$ cat config.mk
export PLATFORM = sky130hd
export DESIGN_NAME = binario_bcd_seq
export DESIGN_NICKNAME = d
export VERILOG_FILES = /design/src/rtl/binario_bcd_seq.sv
export SDC_FILE = /design/constraint.sdc
export NUM_CORES = 1
export LEC_CHECK = 0
export BUFFER_PORTS_ARGS = -buffer_cell sky130_fd_sc_hd__buf_2
export CORE_MARGIN = 3
export CORE_UTILIZATION = 45
export CTS_BUF_LIST = sky130_fd_sc_hd__clkbuf_8
export DETAILED_ROUTE_END_ITERATION = 8
export GPL_ROUTABILITY_DRIVEN = 1
export PLACE_DENSITY = 0.64
export SYNTH_ARGS = -nofsm -noshare
export SYNTH_HDL_FRONTEND = slang
export SYNTH_SLANG_ARGS = --single-unit
$ cat constraint.sdc
create_clock -name clk -period 1.68 [get_ports clk]
set_input_delay 0.168 -clock clk [delete_from_list [all_inputs] [get_ports clk]]
set_output_delay 0.168 -clock clk [all_outputs]
set_load 0.03 [all_outputs]
$ cat src/rtl/binario_bcd_seq.sv
// Sequential binary-to-packed-BCD converter (double dabble, one iteration per clock).
// Optional macro SUPRIME_ZEROS_EN: leading-zero blanking (nibble 4'hF) at the result load.
module binario_bcd_seq #(
    parameter int BIN_W = 14
) (
    input  logic             clk,
    input  logic             rst_n,
    input  logic             inicio,
    input  logic [BIN_W-1:0] binario,
    output logic [15:0]      registrador,
    output logic             ocupado,
    output logic             pronto,
    output logic             overflow
);

    localparam int CNT_W = 4;

    typedef enum logic {IDLE, CONV} estadoT;

    estadoT             estado, estadoNext;
    logic [BIN_W-1:0]   shiftBin, shiftBinNext;
    logic [15:0]        bcdAcc, bcdAccNext;
    logic [CNT_W-1:0]   contador, contadorNext;
    logic               ovfFlag, ovfFlagNext;
    logic [15:0]        registradorNext;
    logic               ocupadoNext, prontoNext, overflowNext;
    logic [15:0]        bcdAdj, bcdShift;
    logic               binAcimaLimite;

    function automatic logic [15:0] soma3(input logic [15:0] v);
        logic [15:0] r;
        r = v;
        for (int i = 0; i < 4; i++)
            if (v[i*4 +: 4] >= 4'd5) r[i*4 +: 4] = v[i*4 +: 4] + 4'd3;
        return r;
    endfunction

    function automatic logic [15:0] formata(input logic [15:0] v);
        logic [15:0] r;
`ifdef SUPRIME_ZEROS_EN
        logic lider;
        r     = v;
        lider = 1'b1;
        // Units digit is never blanked, so the scan stops at the tens digit.
        for (int i = 3; i >= 1; i--) begin
            if (lider && (v[i*4 +: 4] == 4'd0)) r[i*4 +: 4] = 4'hF;
            else                                lider = 1'b0;
        end
`else
        r = v;
`endif
        return r;
    endfunction

    assign binAcimaLimite = ({{(32-BIN_W){1'b0}}, binario} > 32'd9999);

    always_comb begin
        bcdAdj          = soma3(bcdAcc);
        bcdShift        = {bcdAdj[14:0], shiftBin[BIN_W-1]};
        estadoNext      = estado;
        shiftBinNext    = shiftBin;
        bcdAccNext      = bcdAcc;
        contadorNext    = contador;
        ovfFlagNext     = ovfFlag;
        registradorNext = registrador;
        ocupadoNext     = ocupado;
        overflowNext    = overflow;
        prontoNext      = 1'b0;
        case (estado)
            IDLE: begin
                if (inicio) begin
                    shiftBinNext = binario;
                    bcdAccNext   = 16'h0000;
                    contadorNext = '0;
                    ovfFlagNext  = binAcimaLimite;
                    ocupadoNext  = 1'b1;
                    estadoNext   = CONV;
                end
            end
            CONV: begin
                shiftBinNext = {shiftBin[BIN_W-2:0], 1'b0};
                bcdAccNext   = bcdShift;
                contadorNext = contador + 1'b1;
                if (contador == CNT_W'(BIN_W-1)) begin
                    registradorNext = ovfFlag ? 16'hFFFF : formata(bcdShift);
                    overflowNext    = ovfFlag;
                    prontoNext      = 1'b1;
                    ocupadoNext     = 1'b0;
                    estadoNext      = IDLE;
                end
            end
            default: estadoNext = IDLE;
        endcase
    end

    always_ff @(posedge clk or negedge rst_n) begin
        if (!rst_n) begin
            estado      <= IDLE;
            shiftBin    <= '0;
            bcdAcc      <= 16'h0000;
            contador    <= '0;
            ovfFlag     <= 1'b0;
            registrador <= 16'h0000;
            ocupado     <= 1'b0;
            pronto      <= 1'b0;
            overflow    <= 1'b0;
        end else begin
            estado      <= estadoNext;
            shiftBin    <= shiftBinNext;
            bcdAcc      <= bcdAccNext;
            contador    <= contadorNext;
            ovfFlag     <= ovfFlagNext;
            registrador <= registradorNext;
            ocupado     <= ocupadoNext;
            pronto      <= prontoNext;
            overflow    <= overflowNext;
        end
    end

endmodule

## Word level (Yosys, flattened, before mapping)

Index checks and enable logic that the tools add are counted.

| word-level totals | value |
|---|---|
| bits in registers | 55 |
| output and inout port bits | 19 |
| word-level logic and storage cells | 45 |

| operators by class | value |
|---|---|
| equality and inequality tests | 3 |
| reductions and logical operators | 3 |
| order comparisons | 5 |
| mux-type cells | 19 |
| bitwise logic cells | 1 |
| add/sub/neg operators | 5 |

Operators by type and width:

| kind | number |
|---|---|
| $mux W16 | 2 |
| $pmux W16 S2 | 1 |
| $pmux W14 S2 | 1 |
| $ge A4 B3 Y1 const B | 4 |
| $mux W4 | 4 |
| $gt A14 B14 Y1 const B | 1 |
| $mux W14 | 1 |
| $add A4 B2 Y4 const B | 3 |
| $pmux W4 S2 | 1 |
| $mux W1 | 6 |
| $reduce_and A2 Y1 | 3 |
| $add A4 B1 Y4 const B | 1 |
| $eq A4 B4 Y1 const B | 1 |
| $pmux W1 S2 | 2 |
| $add A3 B2 Y3 const B | 1 |
| $mux W3 | 1 |
| $ne A2 B1 Y1 const B | 1 |
| $ne A2 B2 Y1 const B | 1 |
| $not A1 Y1 | 1 |

## Longest topological paths before layout

| depth | value |
|---|---|
| word-level depth | 3 |
| depth in mapped cells | 7 |
| gate-level depth less buffers | 6 |

## Worst setup path before layout

No wires, ideal clock.

| timing path | value |
|---|---|
| kind | reg-to-reg |
| from | register bcdAcc[4] |
| to | register bcdAcc[6] |
| path slack | 0.213 ns |
| cell stages (with the launch flop) | 6 |
| data required time | 1.601 ns |
| clock period less this slack | 1.467 ns |
| data arrival time | 1.388 ns |
| path buffers | 0 |
| cell sequence | dfrtp_1 -> ha_1 -> nand2b_1 -> a21oi_2 -> mux2_2 -> mux2i_1 |

| between the ends | value |
|---|---|
| word-level cells in the longest chain between the ends | 3 |

RTL lines:

| item | line | text |
|---|---|---|
| start, declared | 22 | `logic [15:0] bcdAcc, bcdAccNext;` |
| start signal, assigned | 110 | `bcdAcc <= bcdAccNext;` |
| $add A4 B2 Y4 / $ge A4 B3 Y1 (equally long branches) | 34 | `if (v[i*4 +: 4] >= 4'd5) r[i*4 +: 4] = v[i*4 +: 4] + 4'd3;` |
| $mux W4 * | 34 |  |
| $pmux W16 S2 * | 69 | `case (estado)` |

Mark *: on every way between the ends. The rest lies on a longest branch, timed or not.
A chain may end at the register's enable or synchronous reset.

## Final worst setup path

| timing path | value |
|---|---|
| from | register bcdAcc[5] |
| to | register bcdAcc[6] |

The elaborated chain is that of the path after synthesis.

==> results.json <==
{
  "finalCritPeriodShare_pct": 93.2,
  "ys_seq_elements": 55,
  "max_freq_ghz": 0.639,
  "final_cell_mix": "dfrtp_1, buf_2, mux2i_1",
  "dieHeight_um": 83.9,
  "grt_pass1_vias": 1876,
  "portBuffers": 35,
  "path_class": "reg2reg",
  "coreArea_um2": 5680,
  "period_needed_ns": 1.57,
  "die_x_um": 83.9,
  "clkTransAtPathRegs_ns": 0.10,
  "rows": 27,
  "synthTopCellsByArea": "dfrtp_1, mux2i_1, ha_1, a21oi_2, nand2b_1",
  "vias": 1824,
  "crit_path_start": "bcdAcc[5]",
  "cp.required_ns": 1.92,
  "wl_met2_mm": 2.28,
  "start_util_pct": 48.1,
  "cp_data_arrival_time_ns": 1.81,
  "fin_nets": 312,
  "clock_path_buffers": 2,
  "netlist_area_um2": 2730,
  "slew-limit-headroom_pct": 68.1,
  "path_cells": "inv_1, ha_1, nand2b_1, a21oi_2, mux2_2, mux2i_1",
  "grt_overflow": 0,
  "totalWireLength_mm": 4.88,
  "drcViolationCount": 0,
  "netlist.area_leader.share_pct": 50.5,
  "cp_max_fo": 4,
  "status": "complete, no violations",
  "final_common_cell": "dfrtp_1",
  "avgSynthCellArea_um2": 10.9,
  "min_path_type": "in2reg",
  "postSynthCellCount": 250,
  "cts_root_buffer": "clkbuf_8",
  "antenna_found_initial": 0,
  "ys_types": 30,
  "yosysTopAreaCell": "dfrtp_1",
  "clock_latency_ns": 0.31,
  "hold_viol_final": 0,
  "synth_nets": 277,
  "fin_area_um2": 3070,
  "met3_length_um": 184,
  "endpoint_kind": "flop",
  "drt.antenna.violating_nets": 0,
  "p_per_area_nw_per_um2": 1950,
  "first_pass_iters": 4,
  "first_iter_violations": 49,
  "synthToLayoutAreaGrowth_pct": 12.5,
  "dpl.hpwl_mm": 3.37,
  "r2r-start": "bcdAcc[5]",
  "seq_area_frac_synth_pct": 50.5,
  "crit_path_start_kind": "flop",
  "numCtsBuffers": 5,
  "ios": 36,
  "tightest_slew_ns": 0.478,
  "finalNonFillerCells": 358,
  "power_leakage_nw": 1.47,
  "rsz0062_at_grt": "false",
  "htreeDepth": 2,
  "antenna-diode-count": 0,
  "drv_cap": 0,
  "numClockSinks": 55,
  "vias_per_cell": 5.09,
  "crit_family": "multiplexers",
  "hold_start": "binario[0]",
  "fin_hold_ws_ns": 0.106,
  "setup_viol": 0,
  "grt_pass1_wl_mm": 8.81,
  "peakVddDrop_mv": 0.929,
  "grt_start_max_net_pins": 41,
  "tns_ns": 0,
  "cts_tree": "built",
  "dieArea_um2": 7030,
  "maxSlewViolCount": 0,
  "dp_cells": 348,
  "drive_gt1_share_pct": 24.8,
  "cp_slowest_cell": "dfrtp_1",
  "wire_per_inst_um": 13.6,
  "fin_skew_ns": 0.0103,
  "timing.critical_path.buf_inv": 1,
  "wl_met1_mm": 2.37,
  "place_area_um2": 2960,
  "yosysWarnings": 0,
  "gp_congestion": 0.729,
  "grt_usage_pct": 15.2,
  "top_layer": "met4",
  "crit_path_max_incr_delay_ns": 0.39
}
[worst min-delay path, cell delays in order]
cell and delay (ns):
buf_2 0.08, mux2i_1 0.05, nor2_1 0.08
[final cells by class]
type	count	area, um^2
fillers	503	2610
flip-flops and latches	55	1380
multi-input cells	170	1220
repair buffers	42	255
well taps	72	90.1
clock buffers	5	68.8
inverters	11	41.3
clock inverters	3	16.3
[per-stage QoR]
stage	utilization, %	setup slack [ns]	power (W)
floorplan	-	0.213	0.00460
global placement	52.1	0.178	0.00519
detailed placement	52.1	0.107	0.00528
CTS	53.7	0.0871	0.00601
global route	54.1	0.000840	0.00654
finish	54.1	0.114	0.00598
[path summary, 6_finish.rpt]
kind,to,slack [ns],depth (start not counted)
max,bcdAcc[6],0.11,6
max reg2reg,bcdAcc[6],0.11,6
max in group asynchronous,bcdAcc[4],0.78,3
min in group asynchronous,ovfFlag,0.36,2
min reg2reg,shiftBin[11],0.50,2
min,shiftBin[0],0.11,3
[cell usage after synthesis, drive strengths merged]
cell / count
a22o: 1
nor2: 17
inv: 11
a31oi: 1
dfrtp: 55
mux2i: 27
nand3: 2
ha: 10
and4: 1
o31ai: 3
mux2: 4
nand2b: 18
o21ai: 18
nor4: 1
clkbuf: 1
a21o: 4
xnor2: 5
or2b: 1
a21oi: 23
and2: 1
buf: 13
xor2: 1
nor3: 3
o22a: 4
nand2: 17
nor3b: 8
[timing repair]
action,CTS,global route
hold buffers,1,0
setup buffers,0,1
gates resized for setup,0,3
endpoints found under the setup margin,0,5
endpoints found under the hold margin,19,0
[layer usage]
layer	vias to the layer above	track usage (%)
met2	30	25.0
met3	4	3.46
li1	920	-
met5	-	0
met1	870	20.2
met4	0	3.95
[logic make-up (layout without fill, tap and decap cells)]
group | Yosys count | count (layout) | share of synthesized area [%]
AND/OR/NAND/NOR | 69 | 69 | 13.2
flip-flops | 55 | 55 | 50.5
AO/OA/AOI/OAI | 54 | 54 | 13.1
multiplexers | 31 | 31 | 11.6
buffers and inverters | 25 | 61 | 5.23
adder cells (fa/ha/maj) | 10 | 10 | 4.59
XOR/XNOR | 6 | 6 | 1.93
[power breakdown]
part | internal [W] | switching (W) | total, W
Combinational | 0.00122 | 0.00171 | 0.00293
Sequential | 0.00192 | 0.000407 | 0.00233
Clock | 0.000287 | 0.000433 | 0.000720
[sequential cells by signal, indices dropped and copies added (netlist names)]
signal	flops
overflow	1
bcdAcc	16
ovfFlag	1
estado	1
contador	4
shiftBin	14
pronto	1
ocupado	1
registrador	16
Note: power is estimated with default switching activity, not from simulation.
